==> src/rtl/matvec_result_drain.sv <==
// rtl/matvec_result_drain.sv - captures a matvec result vector on done rising edge and streams it word by word
module matvec_result_drain #(
    parameter int NUM_ROWS = 8,
    parameter int RES_W    = 24,
    localparam int IDX_W   = (NUM_ROWS > 1) ? $clog2(NUM_ROWS) : 1,
    localparam int CSUM_W  = RES_W + IDX_W
) (
    input  logic                             clk,
    input  logic                             rst_n,
    input  logic                             clr,
    input  logic                             done,
    input  logic [NUM_ROWS-1:0][RES_W-1:0]   results,
    output logic [RES_W-1:0]                 out_data,
    output logic [IDX_W-1:0]                 out_idx,
    output logic                             out_valid,
    input  logic                             out_ready,
    output logic                             out_last,
    output logic                             busy,
    output logic                             ovf,
    output logic [CSUM_W-1:0]                checksum,
    output logic                             checksum_valid
);

    typedef enum logic {IDLE, STREAM} state_t;

    state_t                           state;
    logic                             done_q;
    logic [NUM_ROWS-1:0][RES_W-1:0]   row_buf;
    logic [IDX_W-1:0]                 idx;
    logic                             done_rise;
    logic                             xfer;
    logic                             at_last;

    assign done_rise = done && !done_q;
    assign at_last   = (idx == IDX_W'(NUM_ROWS - 1));
    assign xfer      = (state == STREAM) && out_ready;

    assign out_valid = (state == STREAM);
    assign busy      = (state == STREAM);
    assign out_last  = (state == STREAM) && at_last;
    assign out_idx   = idx;
    assign out_data  = row_buf[idx];

    always_ff @(posedge clk or negedge rst_n) begin
        if (!rst_n) begin
            state          <= IDLE;
            done_q         <= 1'b0;
            row_buf        <= '0;
            idx            <= '0;
            ovf            <= 1'b0;
            checksum       <= '0;
            checksum_valid <= 1'b0;
        end else begin
            done_q <= done;
            if (clr) begin
                state          <= IDLE;
                idx            <= '0;
                ovf            <= 1'b0;
                checksum       <= '0;
                checksum_valid <= 1'b0;
            end else begin
                case (state)
                    IDLE: begin
                        if (done_rise) begin
                            row_buf        <= results;
                            idx            <= '0;
                            checksum       <= '0;
                            checksum_valid <= 1'b0;
                            state          <= STREAM;
                        end
                    end
                    STREAM: begin
                        if (xfer && at_last) begin
                            // a new vector arriving on the final handshake chains straight on
                            if (done_rise) begin
                                row_buf        <= results;
                                idx            <= '0;
                                checksum       <= '0;
                                checksum_valid <= 1'b0;
                            end else begin
                                state          <= IDLE;
                                idx            <= '0;
                                checksum       <= checksum + CSUM_W'(row_buf[idx]);
                                checksum_valid <= 1'b1;
                            end
                        end else begin
                            if (xfer) begin
                                idx      <= idx + IDX_W'(1);
                                checksum <= checksum + CSUM_W'(row_buf[idx]);
                            end
                            if (done_rise) begin
                                ovf <= 1'b1;
                            end
                        end
                    end
                    default: state <= IDLE;
                endcase
            end
        end
    end

endmodule

==> config.mk <==
export PLATFORM = sky130hd
export DESIGN_NAME = matvec_result_drain
export DESIGN_NICKNAME = d
export VERILOG_FILES = /design/src/rtl/matvec_result_drain.sv
export SDC_FILE = /design/constraint.sdc
export NUM_CORES = 1
export LEC_CHECK = 0
export ABC_AREA = 1
export ABC_CLOCK_PERIOD_IN_PS = 6100
export CAP_MARGIN = 25
export CORE_ASPECT_RATIO = 1.5
export CORE_MARGIN = 2
export CORE_UTILIZATION = 57
export DETAILED_ROUTE_END_ITERATION = 10
export PLACE_DENSITY = 0.87
export SLEW_MARGIN = 30
export SYNTH_ARGS = -nofsm -noshare
export SYNTH_HDL_FRONTEND = slang
export SYNTH_SLANG_ARGS = --single-unit
==> constraint.sdc <==
create_clock -name clk -period 6.1 [get_ports clk]
set_input_delay 1.22 -clock clk [delete_from_list [all_inputs] [get_ports clk]]
set_output_delay 1.22 -clock clk [all_outputs]
set_load 0.1 [all_outputs]
# Yosys cells after proc, flatten, opt, wreduce, memory -nomap -nowiden
# Index checks and enable logic that the tools add are counted.
# Widths: inputs -> output; s select.
[word_totals] register_bits=226 in_bits=197 output_inout_bits=59 wordCells=65
[classes] n_addsub=2 order_cmp=1 n_eq_ne=6 muxes=29 n_bitwise=2 reduce_logical=11
[ops] cell="$mux 192" count=2
[ops] cell="$pmux 192 s2" count=1
[ops] cell="$mux 27" count=5
[ops] cell="$bmux 24 s3" count=1
[ops] cell="$pmux 27 s2" count=1
[ops] cell="$add 27x24->27" count=1
[ops] cell="$mux 24" count=1
[ops] cell="$mux 3" count=4
[ops] cell="$mux 1" count=11
[ops] cell="$pmux 3 s2" count=1
[ops] cell="$reduce_and 2->1" count=3
[ops] cell="$logic_and 1x1->1" count=4
[ops] cell="$lt 3x4->1 const B" count=1
[ops] cell="$ne 4x2->1 const B" count=1
[ops] cell="$pmux 1 s2" count=2
[ops] cell="$reduce_bool 2->1" count=2
[ops] cell="$add 3x1->3 const B" count=1
[ops] cell="$eq 3x3->1 const B" count=1
[ops] cell="$ne 3x2->1 const B" count=1
[ops] cell="$ne 3x3->1 const B" count=1
[ops] cell="$reduce_and 3->1" count=1
[ops] cell="$ne 2x1->1 const B" count=1
[ops] cell="$ne 2x2->1 const B" count=1
[ops] cell="$not 1->1" count=2
[ops] cell="$logic_not 1->1" count=1

# Longest topological paths before layout
# Gate-level depths: netlist of the first run.
[depth] ltp_word=7 ltp_mapped=20 depth_no_buf=17

# Least setup slack after synthesis of the first run
# No wires, ideal clock.
[synth_path] kind="reg2reg" start="register idx[0], in the netlist out_idx[0]" end="register checksum[11]" setup_time_ns=0.123 arrival_time_ns=4.830 required_ns=5.977 setup_slack_ns=1.147 path_stages_with_launch=16 synth_period_minus_slack_ns=4.953 cell_sequence="dfrtp_1 -> buf_2 -> buf_2 -> buf_2 -> nor2_1 -> nor2_1 -> o21ai_0 -> a31oi_1 -> ha_1 -> or2_2 -> nand3_1 -> nand3_1 -> nand2_1 -> nand2_1 -> o21ai_0 -> nand2_1"
[synth_between] elab_chain_len=7 word_cells_on_any_way=12 cone_classes="add/sub: 1; eq/ne: 2; mux: 7; reduce/logical: 2"
[synth_rtl] element="start: declaration" line="29" rtl="logic [IDX_W-1:0] idx;"
[synth_rtl] element="start signal: assignment" line="88" rtl="idx <= idx + IDX_W'(1);"
[synth_rtl] element="$bmux 24 s3 *"
[synth_rtl] element="$mux 24 *"
[synth_rtl] element="via out_data[2]" line="13" rtl="output logic [RES_W-1:0] out_data,"
[synth_rtl] element="$add 27x24->27 *" line="83, 89"
[synth_rtl] element="$mux 27 (on tied branches)" line="87, 75"
[synth_rtl] element="$mux 27 *" line="73" rtl="if (xfer && at_last) begin"
[synth_rtl] element="$pmux 27 s2 *" line="62" rtl="case (state)"
[synth_rtl] element="$mux 27 *" line="55" rtl="if (clr) begin"
[synth_rtl] element="end signal: assignment" line="83" rtl="checksum <= checksum + CSUM_W'(row_buf[idx]);"
[synth_rtl] element="end signal: assignment" line="89" rtl="checksum <= checksum + CSUM_W'(row_buf[idx]);"
[synth_rtl] element="end: declaration" line="20" rtl="output logic [CSUM_W-1:0] checksum,"
# The timed path passes the listed nets; every way through them passes the cells marked *. The select of a mux whose other input is x is not followed.
# A chain may end at the register's enable or synchronous reset.

# Worst setup path in the final report of the first run
[layout_path] start="register idx[1], in the netlist out_idx[1]" end="output port out_data[17]"
[layout_between] elab_chain_len=2
[layout_rtl] element="$bmux 24 s3" line="42" rtl="assign out_data = row_buf[idx];"
[layout_rtl] element="$mux 24 (implied by the code)" line="42"
[layout_rtl] element="end: declaration" line="13"
# Every way passes these cells. The select of a mux whose other input is x is not followed.

==> results of run 1 <==
==> final cells by class <==
class                   count  area (sq um)  area share [%]
diodes                     12         30.03          0.1855
flip-flops and latches    226          5660           34.96
inverters                 105         394.1           2.434
repair buffers            272          2723           16.82
well taps                 272         340.3           2.102
clock inverters            10         183.9           1.136
multi-input cells         909          6233           38.50
clock buffers              28         624.3           3.857
==> final timing paths <==
path	from	end	slack, ns
min in group asynchronous	rst_n	row_buf[168]	0.64
max reg2reg	out_idx[1]	checksum[20]	1.73
min reg2reg	ovf	ovf	0.50
min	ovf	ovf	0.50
max	out_idx[1]	out_data[17]	1.31
max in group asynchronous	rst_n	row_buf[97]	4.41
==> state kept, by name (all words and copies together) (netlist names) <==
name            flops
done_q              1
checksum_valid      1
checksum           27
row_buf           192
busy                1
out_idx             3
ovf                 1
==> report_power, final <==
part	switching (mW)	leakage (nW)	total, mW	internal (mW)
clock network	0.588	0.390	1.52	0.935
logic	2.12	4.91	3.17	1.06
registers	0.222	2.74	2.04	1.82
==> cells by family after synthesis <==
logic type	synth area share, %
mux	22.39
compound gates	8.282
fa+ha+maj	2.725
xor+xnor	0.1382
flops	44.62
simple gates	15.56
buf+inv	6.288
==> critical path, stage by stage (launching register included) <==
cell	delay, ns
dfrtp_2	0.34
buf_4	0.45
clkinv_1	0.69
buf_4	0.44
nor2_1	0.16
o21ai_0	0.14
a31oi_1	0.41
buf_4	0.37
==> per-layer routing <==
| layer | up-vias | share of wire, % |
|---|---|---|
| met1 | 5229 | 36 |
| met4 | 0 | 7.8 |
| li1 | 4808 | - |
| met5 | - | 0 |
| met2 | 555 | 50 |
| met3 | 157 | 5.9 |
==> through the flow <==
stage          std cells  instance area [sq um]  setup WS [ns]
3_3_place_gp        1781                  15270          2.057
5_1_grt             1834                  16190          1.222
2_1_floorplan       1302                  12670          1.147
3_5_place_dp        1783                  15330          2.012
4_1_cts             1821                  16140          1.400
6_report            1834                  16190          1.314
==> placed cells by master, fill, tap and decap left out, types with 3 or more instances in the layout <==
cell type / instances
clkdlybuf4s50_1: 229
dfrtp_1: 224
nand2_1: 223
nor2_1: 207
mux2_4: 180
o21ai_0: 117
inv_1: 99
nand3_1: 43
buf_4: 34
ha_1: 26
o22ai_1: 24
a31oi_1: 24
clkbuf_16: 23
a21oi_1: 22
diode_2: 12
mux2_2: 12
nand4_1: 7
bufinv_16: 5
buf_12: 5
inv_2: 4
or2_2: 3
clkbuf_8: 3
==> run metrics, run 1 <==
die area 23470 sq um; GRT Overall Usage 32.83%; status completed; Post-synth EDFFs 0; met2 Resource Use GR 55.63%; TritonRoute pass-1 iters 5; fmax 0.2089 GHz; crit path max fanout 51; Num CTS Buffers 22; power per cell area 416.2 nW/um^2; #FFs+latches synth 226; clock-pin slew on the worst setup and hold paths 0.06 ns; DR WL/cell 21.54 microns; starting density of the core 58.14%; Die Y-Extent 186.6 microns; Synth area leader dfrtp_1; minimum clock period after layout 4.786 ns; synthesized area 12670 sq um; final wirelength 39510 microns; total power 6.738 mW; Slew Viols, Final 0; Cells after Synth 1302; vias post-DR 10750; total congestion overflow 0; drt drc 0; ys flop type dfrtp_1; layout cells sized above 1 18.45%; WHS Path Cells 2; Min Hold Slack 0.5027 ns; Clk Latency, worst-skew pair 0.51 ns; routability cong. 1.032; VDD IR max 0.2597 mV; clk sink count 226; met3 GRT Util 3.928%; global route hottest layer met2; Final nets 1760; worst hold-check path type flop to flop; remaining antenna violation count 0; root buffer cell clkbuf_16; count leader, synth dfrtp_1; Area Growth Syn to Fin 27.73%; top post-synthesis cells by area dfrtp_1 45%, mux2_4 21%, nand2_1 6.6%; CP Capture Type primary output; final setup TNS 0 ns; H-tree levels 1; Fin. Hold Viols 0; Clock Tree Buf Depth 3; Die X-Extent 125.8 microns; Worst EP arrival 3.57 ns; Tightest Pin Transition 1.041 ns; first-iteration detailed-routing DRC count 888; first-pass GRT wire length 60090 microns; antenna violations before repair 12; post-layout util 74.26%; Relative slew margins 30.40%; Post-Syn Nets 1526; synth unique cells 34; vias in the first global route 10920; Tcrit/Tclk final 78.47%; IO Port Bufs 255; final worst clock skew 0.01097 ns; met1 Track Usage GR 37.85%; IO Count 256; Setup Buffers After CTS 0; largest net degree at the start of global routing 99; Synth warnings 0; Vias/cell 5.861; R2R depth 17; RSZ-0062 raised after global routing false; WS Path Type flop to primary output; core area 21800 sq um; Final Setup Violations 0; post-synthesis async set-or-reset flop share 100.0%; TritonCTS clock tree yes; Layout fillers 1444; MaxCap Viol Count 0; cts repair resizes 0; sequential area share after synthesis 44.62%; post-synth top area share 44.62%; synth cell count leaders 226 x dfrtp_1, 223 x nand2_1, 207 x nor2_1; Rows 66; Worst Path Required 4.88 ns; Leak Pwr 8.042 nW; Critical Path Start Type flop; Post-DP HPWL 28870 microns; CTS Hold Bufs 0; syn avg cell area 9.735 sq um
Power figures use the tool's default switching activity.
==> run 2, diff against run 1 <==
Settings changed: ABC_CLOCK_PERIOD_IN_PS 6100 to 4880, CORE_UTILIZATION 57 to 52, PLACE_DENSITY 0.87 to 0.81.
Clock period 6.1 ns to 4.88 ns, I/O delays scaled along.
==> run 2 against run 1 <==
Against the previous run: global-route usage fell by 2.9 points; final cell count grew 3.1%; combinational power grew 36%; power up 30%; via count is 1.3% lower; clock skew is 0.030 ns higher; critical path type unchanged; critical endpoint is now out_data[7]; largest cell class unchanged.
==> run metrics, run 2 (synthesized netlist as in run 1, its figures left out) <==
status completed (unchanged); minimum clock period after layout 4.296 ns; post-layout util 68.34% (was 74.26%); Setup Buffers After CTS 0 (unchanged); crit-path most repeated cell nor2_1 (was buf_4); final setup TNS 0 ns (unchanged); crit path max fanout 41 (was 51); leading cell type in the layout, fill and taps excluded clkdlybuf4s50_1 (unchanged); Tightest Pin Transition 1.046 ns (was 1.041 ns); WS Path Type flop to primary output (unchanged); TritonCTS clock tree yes (unchanged); fmax 0.2328 GHz; Net Sw Power 3.780 mW (was 2.927 mW); cts repair resizes 0 (unchanged); Relative slew margins 30.06% (was 30.40%); R2R depth 16 (was 17); total congestion overflow 0 (unchanged); GRT Overall Usage 29.96% (was 32.83%); Die X-Extent 131.5 microns (was 125.8 microns); Worst Path Required 3.90 ns (was 4.88 ns); RSZ-0062 raised after global routing false (unchanged); slowest stage cell on the critical path dfrtp_4 (was clkinv_1); Tcrit/Tclk final 88.03%; IO Port Bufs 255 (unchanged); power per cell area 529.6 nW/um^2 (was 416.2 nW/um^2); starting density of the core 52.43% (was 58.14%); Highest Signal Layer met4 (unchanged); core area 24170 sq um (was 21800 sq um); H-tree levels 1 (unchanged); IO Count 256 (unchanged); Worst EP arrival 3.32 ns (was 3.57 ns); root buffer cell clkbuf_16 (unchanged); DR WL/cell 20.77 microns (was 21.54 microns); vias in the first global route 10670 (was 10920); CP peak stage delay 0.59 ns (was 0.69 ns); Combinational Power Share 49.4% (was 47.1%); Area Growth Syn to Fin 30.35% (was 27.73%); Fin. Hold Viols 0 (unchanged); routability cong. 0.9617 (was 1.032); Final Setup Violations 0 (unchanged); Final nets 1763 (was 1760); VDD IR max 0.3764 mV (was 0.2597 mV); Worst R2R Setup Slack 0.67 ns (was 1.73 ns); Seq pwr share 29.3% (was 30.3%); clk sink count 226 (unchanged); CP Capture Type primary output (unchanged); crit path buf inv count 3 (was 4); Die Y-Extent 195.2 microns (was 186.6 microns); CTS Hold Bufs 0 (unchanged); Top reg by flops row_buf (unchanged); Num CTS Buffers 23 (was 22); largest net degree at the start of global routing 123 (was 99); clock-pin slew on the worst setup and hold paths 0.08 ns (was 0.06 ns); clock network power share 21.3% (was 22.6%); M1 WL 14520 microns (was 14210 microns); layout cells sized above 1 19.04% (was 18.45%); worst r2r src out_idx[0] (was out_idx[1]); Post-DP HPWL 29130 microns (was 28870 microns); most frequent cells in the layout 227 x clkdlybuf4s50_1, 224 x dfrtp_1, 223 x nand2_1 (was 229 x clkdlybuf4s50_1, 224 x dfrtp_1, 223 x nand2_1); Critical Path Start Type flop (unchanged); vias post-DR 10610 (was 10750); die area 25670 sq um (was 23470 sq um); drt drc 0 (unchanged); max FFs per register 192 (unchanged); final wirelength 39280 microns (was 39510 microns); remaining antenna violation count 0 (unchanged); end of the worst register-to-register path checksum[25] (was checksum[20]); Clock Tree Buf Depth 3 (unchanged); switching share of total power 43.20% (was 43.43%); first-iteration detailed-routing DRC count 779 (was 888); final worst clock skew 0.04053 ns (was 0.01097 ns); met2 WL post-DR 19750 microns (was 19890 microns); antenna violations before repair 11 (was 12); wire length on met3 2171 microns (was 2324 microns); Leak Pwr 8.144 nW (was 8.042 nW); TritonRoute pass-1 iters 7 (was 5); P_int 4.970 mW (was 3.812 mW); Clk Latency, worst-skew pair 0.54 ns (was 0.51 ns); crit-path cells inv_2 -> buf_4 -> nor2_1 -> o22ai_1 -> nor2_1 -> a31oi_1 -> buf_12 (was buf_4 -> clkinv_1 -> buf_4 -> nor2_1 -> o21ai_0 -> a31oi_1 -> buf_4); Worst path top cell family by delay buffers and inverters (unchanged); first-pass GRT wire length 59520 microns (was 60090 microns); MaxCap Viol Count 0 (unchanged); worst hold-check path type input port to async pin (was flop to flop); Vias/cell 5.608 (was 5.861); Slew Viols, Final 0 (unchanged); Rows 70 (was 66)
-- run 2: final cells by class --
type	count	area, sq um
repair buffers	274	2998
fillers	1817	7652
flip-flops and latches	226	5660
well taps	324	405.4
diodes	12	30.03
multi-input cells	909	6245
inverters	105	394.1
clock inverters	12	150.1
clock buffers	29	638.1
-- run 2: routing by layer --
layer	vias up	GRT usage [%]
li1	4830	-
met1	5152	34.96
met2	488	51.70
met3	135	3.738
met4	0	19.97
met5	-	0
-- run 2: worst max path at each step --
| stage | from | end | cells past startpoint |
|---|---|---|---|
| 2_1_floorplan | out_idx[0] | checksum[25] | 17 |
| 3_3_place_gp | out_idx[0] | checksum[25] | 16 |
| 3_5_place_dp | out_idx[0] | checksum[25] | 16 |
| 4_1_cts | out_idx[0] | out_data[18] | 7 |
| 5_1_grt | out_idx[0] | checksum[17] | 15 |
| 6_report | out_idx[0] | out_data[7] | 7 |
-- run 2: power groups by stage --
| stage | combinational (mW) | sequential [mW] | clock (mW) |
|---|---|---|---|
| 5_1_grt | 4.55 | 2.60 | 1.96 |
| 3_5_place_dp | 4.26 | 2.57 | 0 |
| 6_report | 4.32 | 2.56 | 1.86 |
| 2_1_floorplan | 2.70 | 2.63 | 0 |
| 3_3_place_gp | 4.19 | 2.55 | 0 |
| 4_1_cts | 4.28 | 2.55 | 1.88 |
-- run 2: worst register-to-register path: stages, from the launching register on --
cell and delay, ns:
dfrtp_4 0.59, inv_2 0.54, buf_4 0.35, nor2_1 0.07, o22ai_1 0.28, nor2_1 0.15
a31oi_1 0.55, ha_1 0.35, nand2_1 0.13, nor2_1 0.33, nand3_1 0.12, nand3_1 0.27
nand2_1 0.12, nand3_1 0.08, nand2_1 0.05, nand3_1 0.06, nand2_1 0.05
-- run 2: metrics by stage --
step,setup slack (ns),power (mW),area [sq um],std cells,hold slack (ns)
after detailed placement,0.8381,6.825,15680,1837,0.4875
after global routing,0.4413,9.110,16520,1891,0.3222
after global placement,0.8641,6.744,15690,1837,0.4845
final,0.5842,8.750,16520,1891,0.3104
after CTS,0.6600,8.707,16460,1878,0.5063
after floorplan,0.02338,5.326,12690,1302,0.4739
==> run 3, diff against run 2 <==
==> constraint.sdc (replaced) <==
create_clock -name clk -period 4.88 [get_ports clk]
set_input_delay 1.22 -clock clk [delete_from_list [all_inputs] [get_ports clk]]
set_output_delay 1.22 -clock clk [all_outputs]
set_load 0.1 [all_outputs]
==> run 3 against run 2 <==
Against the previous run: sequential cell count stayed put; final area is 0.55% lower; critical path depth is 1 lower; sequential share of layout area is 0.19 points higher; non-clock buffer count is 2 lower; final cell count is 0.90% lower; clock power is 6% lower; sequential power is 2% higher; routed wire length is 2.0% higher; critical endpoint is now out_data[11]; largest power group unchanged; highest routed layer unchanged.
==> run metrics, run 3 (synthesized netlist as in run 1, its figures left out) <==
cts repair resizes 0 (unchanged); drt drc 0 (unchanged); vias in the first global route 10700 (was 10670); Top reg by flops row_buf (unchanged); Final Setup Violations 0 (unchanged); DR WL/cell 21.38 microns (was 20.77 microns); antenna violations before repair 0 (was 11); starting density of the core 52.43% (unchanged); vias post-DR 10450 (was 10610); final setup TNS 0 ns (unchanged); Clock Tree Buf Depth 3 (unchanged); H-tree levels 1 (unchanged); WS Path Type flop to primary output (unchanged); routability cong. 0.9860 (was 0.9617); TritonRoute pass-1 iters 7 (unchanged); minimum clock period after layout 4.509 ns (was 4.296 ns); IO Port Bufs 255 (unchanged); most frequent cells in the layout 227 x clkdlybuf4s50_1, 224 x dfrtp_1, 223 x nand2_1 (unchanged); fin area 16430 sq um (was 16520 sq um); clk sink count 226 (unchanged); worst hold-check path type flop to flop (was input port to async pin); die area 25670 sq um (unchanged); CTS Hold Bufs 0 (unchanged); GRT Overall Usage 30.97% (was 29.96%); IO Count 256 (unchanged); total congestion overflow 0 (unchanged); status completed (unchanged); Fin. Hold Viols 0 (unchanged); Setup Buffers After CTS 0 (unchanged); MaxCap Viol Count 0 (unchanged); TritonCTS clock tree yes (unchanged); Area Growth Syn to Fin 29.62% (was 30.35%); Clk Latency, worst-skew pair 0.51 ns (was 0.54 ns); Final nets 1761 (was 1763); Relative slew margins 30.59% (was 30.06%); CP Capture Type primary output (unchanged); Tcrit/Tclk final 92.40% (was 88.03%); Tightest Pin Transition 1.038 ns (was 1.046 ns); crit path max fanout 58 (was 41); clock-pin slew on the worst setup and hold paths 0.06 ns (was 0.08 ns); met1 Track Usage GR 35.68% (was 34.96%); largest net degree at the start of global routing 76 (was 123); Antenna Cells 0 (was 12); Leak Pwr 8.119 nW (was 8.144 nW); RSZ-0062 raised after global routing false (unchanged); final wirelength 40070 microns (was 39280 microns); layout cells sized above 1 18.71% (was 19.04%); Vias/cell 5.574 (was 5.608); first-iteration detailed-routing DRC count 736 (was 779); remaining antenna violation count 0 (unchanged); core area 24170 sq um (unchanged); leading cell type in the layout, fill and taps excluded clkdlybuf4s50_1 (unchanged); global route hottest layer met2 (unchanged); Post-DP HPWL 30560 microns (was 29130 microns); Rows 70 (unchanged); max FFs per register 192 (unchanged); final worst clock skew 0.01285 ns (was 0.04053 ns); Die Y-Extent 195.2 microns (unchanged); VDD IR max 0.3937 mV (was 0.3764 mV); Worst EP arrival 3.29 ns (was 3.32 ns); Num CTS Buffers 23 (unchanged); fmax 0.2218 GHz (was 0.2328 GHz); met2 Resource Use GR 54.41% (was 51.70%); post-layout util 67.97% (was 68.34%); first-pass GRT wire length 61050 microns (was 59520 microns); Worst Path Required 3.66 ns (was 3.90 ns); Slew Viols, Final 0 (unchanged); Min Hold Slack 0.5005 ns (was 0.3104 ns); met3 GRT Util 3.089% (was 3.738%); root buffer cell clkbuf_16 (unchanged); dpl cell area 15700 sq um (was 15680 sq um); Die X-Extent 131.5 microns (unchanged); Critical Path Start Type flop (unchanged); power per cell area 525.6 nW/um^2 (was 529.6 nW/um^2)
==> run 3: cell type report <==
| cell class | count | area [sq um] |
|---|---|---|
| Timing Repair Buffer | 272 | 2995 |
| Sequential cell | 226 | 5660 |
| Inverter | 105 | 394.1 |
| Tap cell | 324 | 405.4 |
| Clock inverter | 9 | 101.3 |
| Fill cell | 1835 | 7744 |
| Clock buffer | 29 | 628.1 |
| Multi-Input combinational cell | 909 | 6245 |
==> run 3: per-stage QoR <==
stage | power, mW | std cells | setup slack, ns
finish | 8.636 | 1874 | 0.3709
global route | 8.989 | 1874 | 0.3265
CTS | 8.602 | 1874 | 0.4680
detailed placement | 6.835 | 1836 | 0.9760
global placement | 6.777 | 1835 | 1.010
floorplan | 5.326 | 1302 | 0.02338
==> run 3: path summary, 6_finish.rpt <==
path	from	endpoint	slack [ns]	cells after the start
max in group asynchronous	rst_n	row_buf[104]	2.85	3
hold / removal	checksum_valid	checksum_valid	0.50	2
min in group asynchronous	rst_n	checksum[6]	0.69	1
setup reg to reg	out_idx[0]	checksum[25]	0.84	15
hold reg to reg	checksum_valid	checksum_valid	0.50	2
setup / recovery	out_idx[0]	out_data[11]	0.37	6
==> run 3: power breakdown <==
part / switching [mW] / internal [mW]
Sequential: 0.341 / 2.27
Clock: 0.733 / 1.01
Combinational: 2.66 / 1.61
Total: 3.73 / 4.90
==> run 3: routing by layer <==
| metal | up-vias | share of wire (%) |
|---|---|---|
| li1 | 4801 | - |
| met1 | 5058 | 36 |
| met2 | 448 | 51 |
| met3 | 138 | 4.6 |
| met4 | 0 | 7.8 |
| met5 | - | 0 |
==> run 3: critical path, stage by stage (launching register included) <==
cell	delay, ns
dfrtp_4	0.70
buf_4	0.55
o21ai_0	0.19
o22ai_1	0.37
nor2_1	0.08
a31oi_1	0.60
buf_12	0.26
==> RTL edit 1 (settings of run 3) <==
Set the parameter `NUM_ROWS` to 16 (it was 8).
--- a/src/rtl/matvec_result_drain.sv
+++ b/src/rtl/matvec_result_drain.sv
@@ -1,6 +1,6 @@
 // rtl/matvec_result_drain.sv - captures a matvec result vector on done rising edge and streams it word by word
 module matvec_result_drain #(
-    parameter int NUM_ROWS = 8,
+    parameter int NUM_ROWS = 16,
     parameter int RES_W    = 24,
     localparam int IDX_W   = (NUM_ROWS > 1) ? $clog2(NUM_ROWS) : 1,
     localparam int CSUM_W  = RES_W + IDX_W
Ports: changed (resized checksum, out_idx and results); port bits go from 256 to 450. The function was not compared with the original's and may differ.
==> RTL edit 1 against run 3 <==
  * Total power rose by 35%
  * Utilization rose by 0.67 points
  * Setup slack worse by 0.055 ns
  * Design area increased by 76%
  * Clock skew rose by 0.0097 ns
  * Routed wire length increased by 87%
  * Sequential cell count rose by 194
  * Area after synthesis grew 75%
  * Critical path depth rose by 1
  * Non-clock buffer count rose by 216
  * Global-route usage rose by 2.4 points
  * Critical path type unchanged
  * Largest power group is now sequential cells
==> RTL edit 1: results (changes against run 3) <==
worst_setup_path:
  r2r_slack_ns: 0.87  # +0.03 ns
  critical-path-max-stage-delay_ns: 0.51  # -0.19 ns
finish:
  clkCellAreaFrac: 0.0501  # +0.00571
  layout.nonclk_buf_frac: 0.182  # -0.000412
  multi_input_gates: 1357  # +49%
  buffers: 488  # +79%
  multi_input_area_share: 0.365  # -0.0151
  drive_above_1_share: 0.222  # +0.0344
  nNonClkInverters: 98  # -6.7%
  seq_area_frac: 0.364  # +0.0192
global_route:
  grt_max_degree: 113  # +49%
  track_usage: 0.333  # +0.0236
  antenna_found_initial: 23  # +23
sta:
  tightest_slew_ns: 1.03  # -0.0122 ns
  finClkSkew_ns: 0.0226  # +0.00970 ns
route:
  dr.first_iter.drc_count: 1619  # +120%
  highest_layer: "met5"
logic_synthesis:
  synth_fa_ha_area_frac: 0.0150  # -0.0123
  synth.mux.area_fraction: 0.256  # +0.0317
  synth_xor_area_frac: 0.00197  # +0.000590
outcome:
  status: "complete, no violations"
hold_path:
  hold_end: "row_buf[125]"
place:
  dpl.hpwl_um: 54700  # +79%
clock_tree:
  clkLatencyLatePin_ns: 0.57  # +0.06 ns
power:
  p_per_area_mw_per_mm2: 404  # -23%
==> RTL edit 1: changes by cell type in the layout (fill, tap and decap cells not counted), sizes merged, moves of 20 or more <==
cell,run 3,this run
o21ai,119,219
nor2,208,239
clkbuf,29,61
mux2,192,384
o221ai,0,77
nand3,44,64
a31oi,24,0
buf,45,68
nand2,225,266
dfrtp,226,420
diode,0,22
clkdlybuf4s50,227,420
==> RTL edit 1: report_power, final <==
group | switching (W) | internal, W | total, W
logic | 0.00172 | 0.00177 | 0.00350
registers | 0.000535 | 0.00425 | 0.00478
clock network | 0.00145 | 0.00195 | 0.00339
total | 0.00370 | 0.00797 | 0.0117
==> RTL edit 1: per-stage QoR <==
step           power [W]  setup WS [ns]
2_1_floorplan    0.00689          0.642
3_3_place_gp     0.00813           1.04
3_5_place_dp     0.00825          0.974
4_1_cts           0.0116          0.401
5_1_grt           0.0121          0.255
6_report          0.0117          0.316
==> RTL edit 2 (settings of run 3) <==
Without the edit above. Make the reset (`rst_n`) synchronous in one clocked block.
--- a/src/rtl/matvec_result_drain.sv
+++ b/src/rtl/matvec_result_drain.sv
@@ -41,7 +41,7 @@
     assign out_idx   = idx;
     assign out_data  = row_buf[idx];
 
-    always_ff @(posedge clk or negedge rst_n) begin
+    always_ff @(posedge clk) begin
         if (!rst_n) begin
             state          <= IDLE;
             done_q         <= 1'b0;
Function: differs if rst_n is asserted again (counterexample within 4 cycles, from zero or initial values and one cycle with rst_n low); with rst_n held inactive, the same outputs for 4 cycles.
==> RTL edit 2 against run 3 <==
  * Utilization grew 1.1 points
  * Count of clock-buffer cells in the layout is the same
  * Sequential cell count is the same
  * Design area is 9.8% lower
  * Register-to-register slack gained 0.50 ns
  * Setup slack gained 0.60 ns
  * Via count grew 18%
  * Sequential share of layout area down 3.9 points
  * Clock skew decreased by 0.00061 ns
  * Area after synthesis decreased by 11%
  * Routed wire length down 1.3%
Power is not compared: it rests on default switching activity, and its combinational part moved more than twofold at a synthesized area within 25%.
==> RTL edit 2: results (changes against run 3) <==
route:
  wl_met2_um: 19100  # -6.8%
  dr.pass1.iters: 6  # -1
  wl_met3_um: 2570  # +40%
  wl_per_cell_um: 18.1  # -15%
  dr.first_iter.drc_count: 1276  # +73%
  met1Wirelength_um: 14700  # +0.41%
finish:
  instances_no_fill: 2182  # +16%
  fillers: 1867  # +1.7%
worst_setup_path:
  worstPathArrival_ns: 2.69  # -0.60 ns
  critical-path-max-stage-delay_ns: 0.59  # -0.11 ns
  crit_path_top_delay_cell: "a31oi_1"
sta:
  max_slew_margin: 0.333  # +0.0276
  finClkSkew_ns: 0.0122  # -0.000615 ns
logic_synthesis:
  async_flop_share: 0  # -1.00
  synth_compound_area_frac: 0.189  # +0.106
  synth_commonest_cells: "nor2_1, o21ai_0, dfxtp_1, nand2_1, inv_1"
  yosysUniqueCellTypes: 32  # -5.9%
  netlist_top_cells_area: "dfxtp_1, nor2_1, o21ai_0"
  synth_fa_ha_area_frac: 0.0307  # +0.00341
  synth_flop_cell: "dfxtp_1"
global_route:
  antenna_found_initial: 1  # +1
  grt_util_met2: 0.568  # +0.0235
  gr-usage-met1: 0.393  # +0.0367
  grt_pass1_vias: 11609  # +8.5%
  grt_max_degree: 193  # +150%
place:
  dp_cells: 2141  # +17%
  gp_congestion: 1.02  # +3.7%
clock_tree:
  cts_made_buffers: 22  # -4.3%
outcome:
  status: "complete, no violations"
==> RTL edit 2: stage by stage <==
stage | instance area [µm²] | setup WS [ns]
floorplan | 11400 | 0.00314
global placement | 14000 | 1.27
detailed placement | 14000 | 1.39
CTS | 14800 | 0.980
global route | 14800 | 0.875
finish | 14800 | 0.968
==> RTL edit 2: layout make-up <==
class | instances | area (µm²) | area share
diodes | 1 | 2.50 | 0.000169
clock inverters | 11 | 144 | 0.00971
clock buffers | 29 | 638 | 0.0431
well taps | 272 | 340 | 0.0230
repair buffers | 269 | 2920 | 0.197
multi-input cells | 1288 | 5920 | 0.399
inverters | 86 | 329 | 0.0222
flip-flops and latches | 226 | 4530 | 0.306
==> RTL edit 2: path summary, 6_finish.rpt <==
check                           cells past startpoint      endpoint  startpoint  slack, ns
worst max-delay path                                7  out_data[23]  out_idx[0]       0.97
worst min-delay path                                2           ovf         ovf       0.47
worst max register to register                     14   checksum[8]  out_idx[1]       1.34
worst min register to register                      2           ovf         ovf       0.47
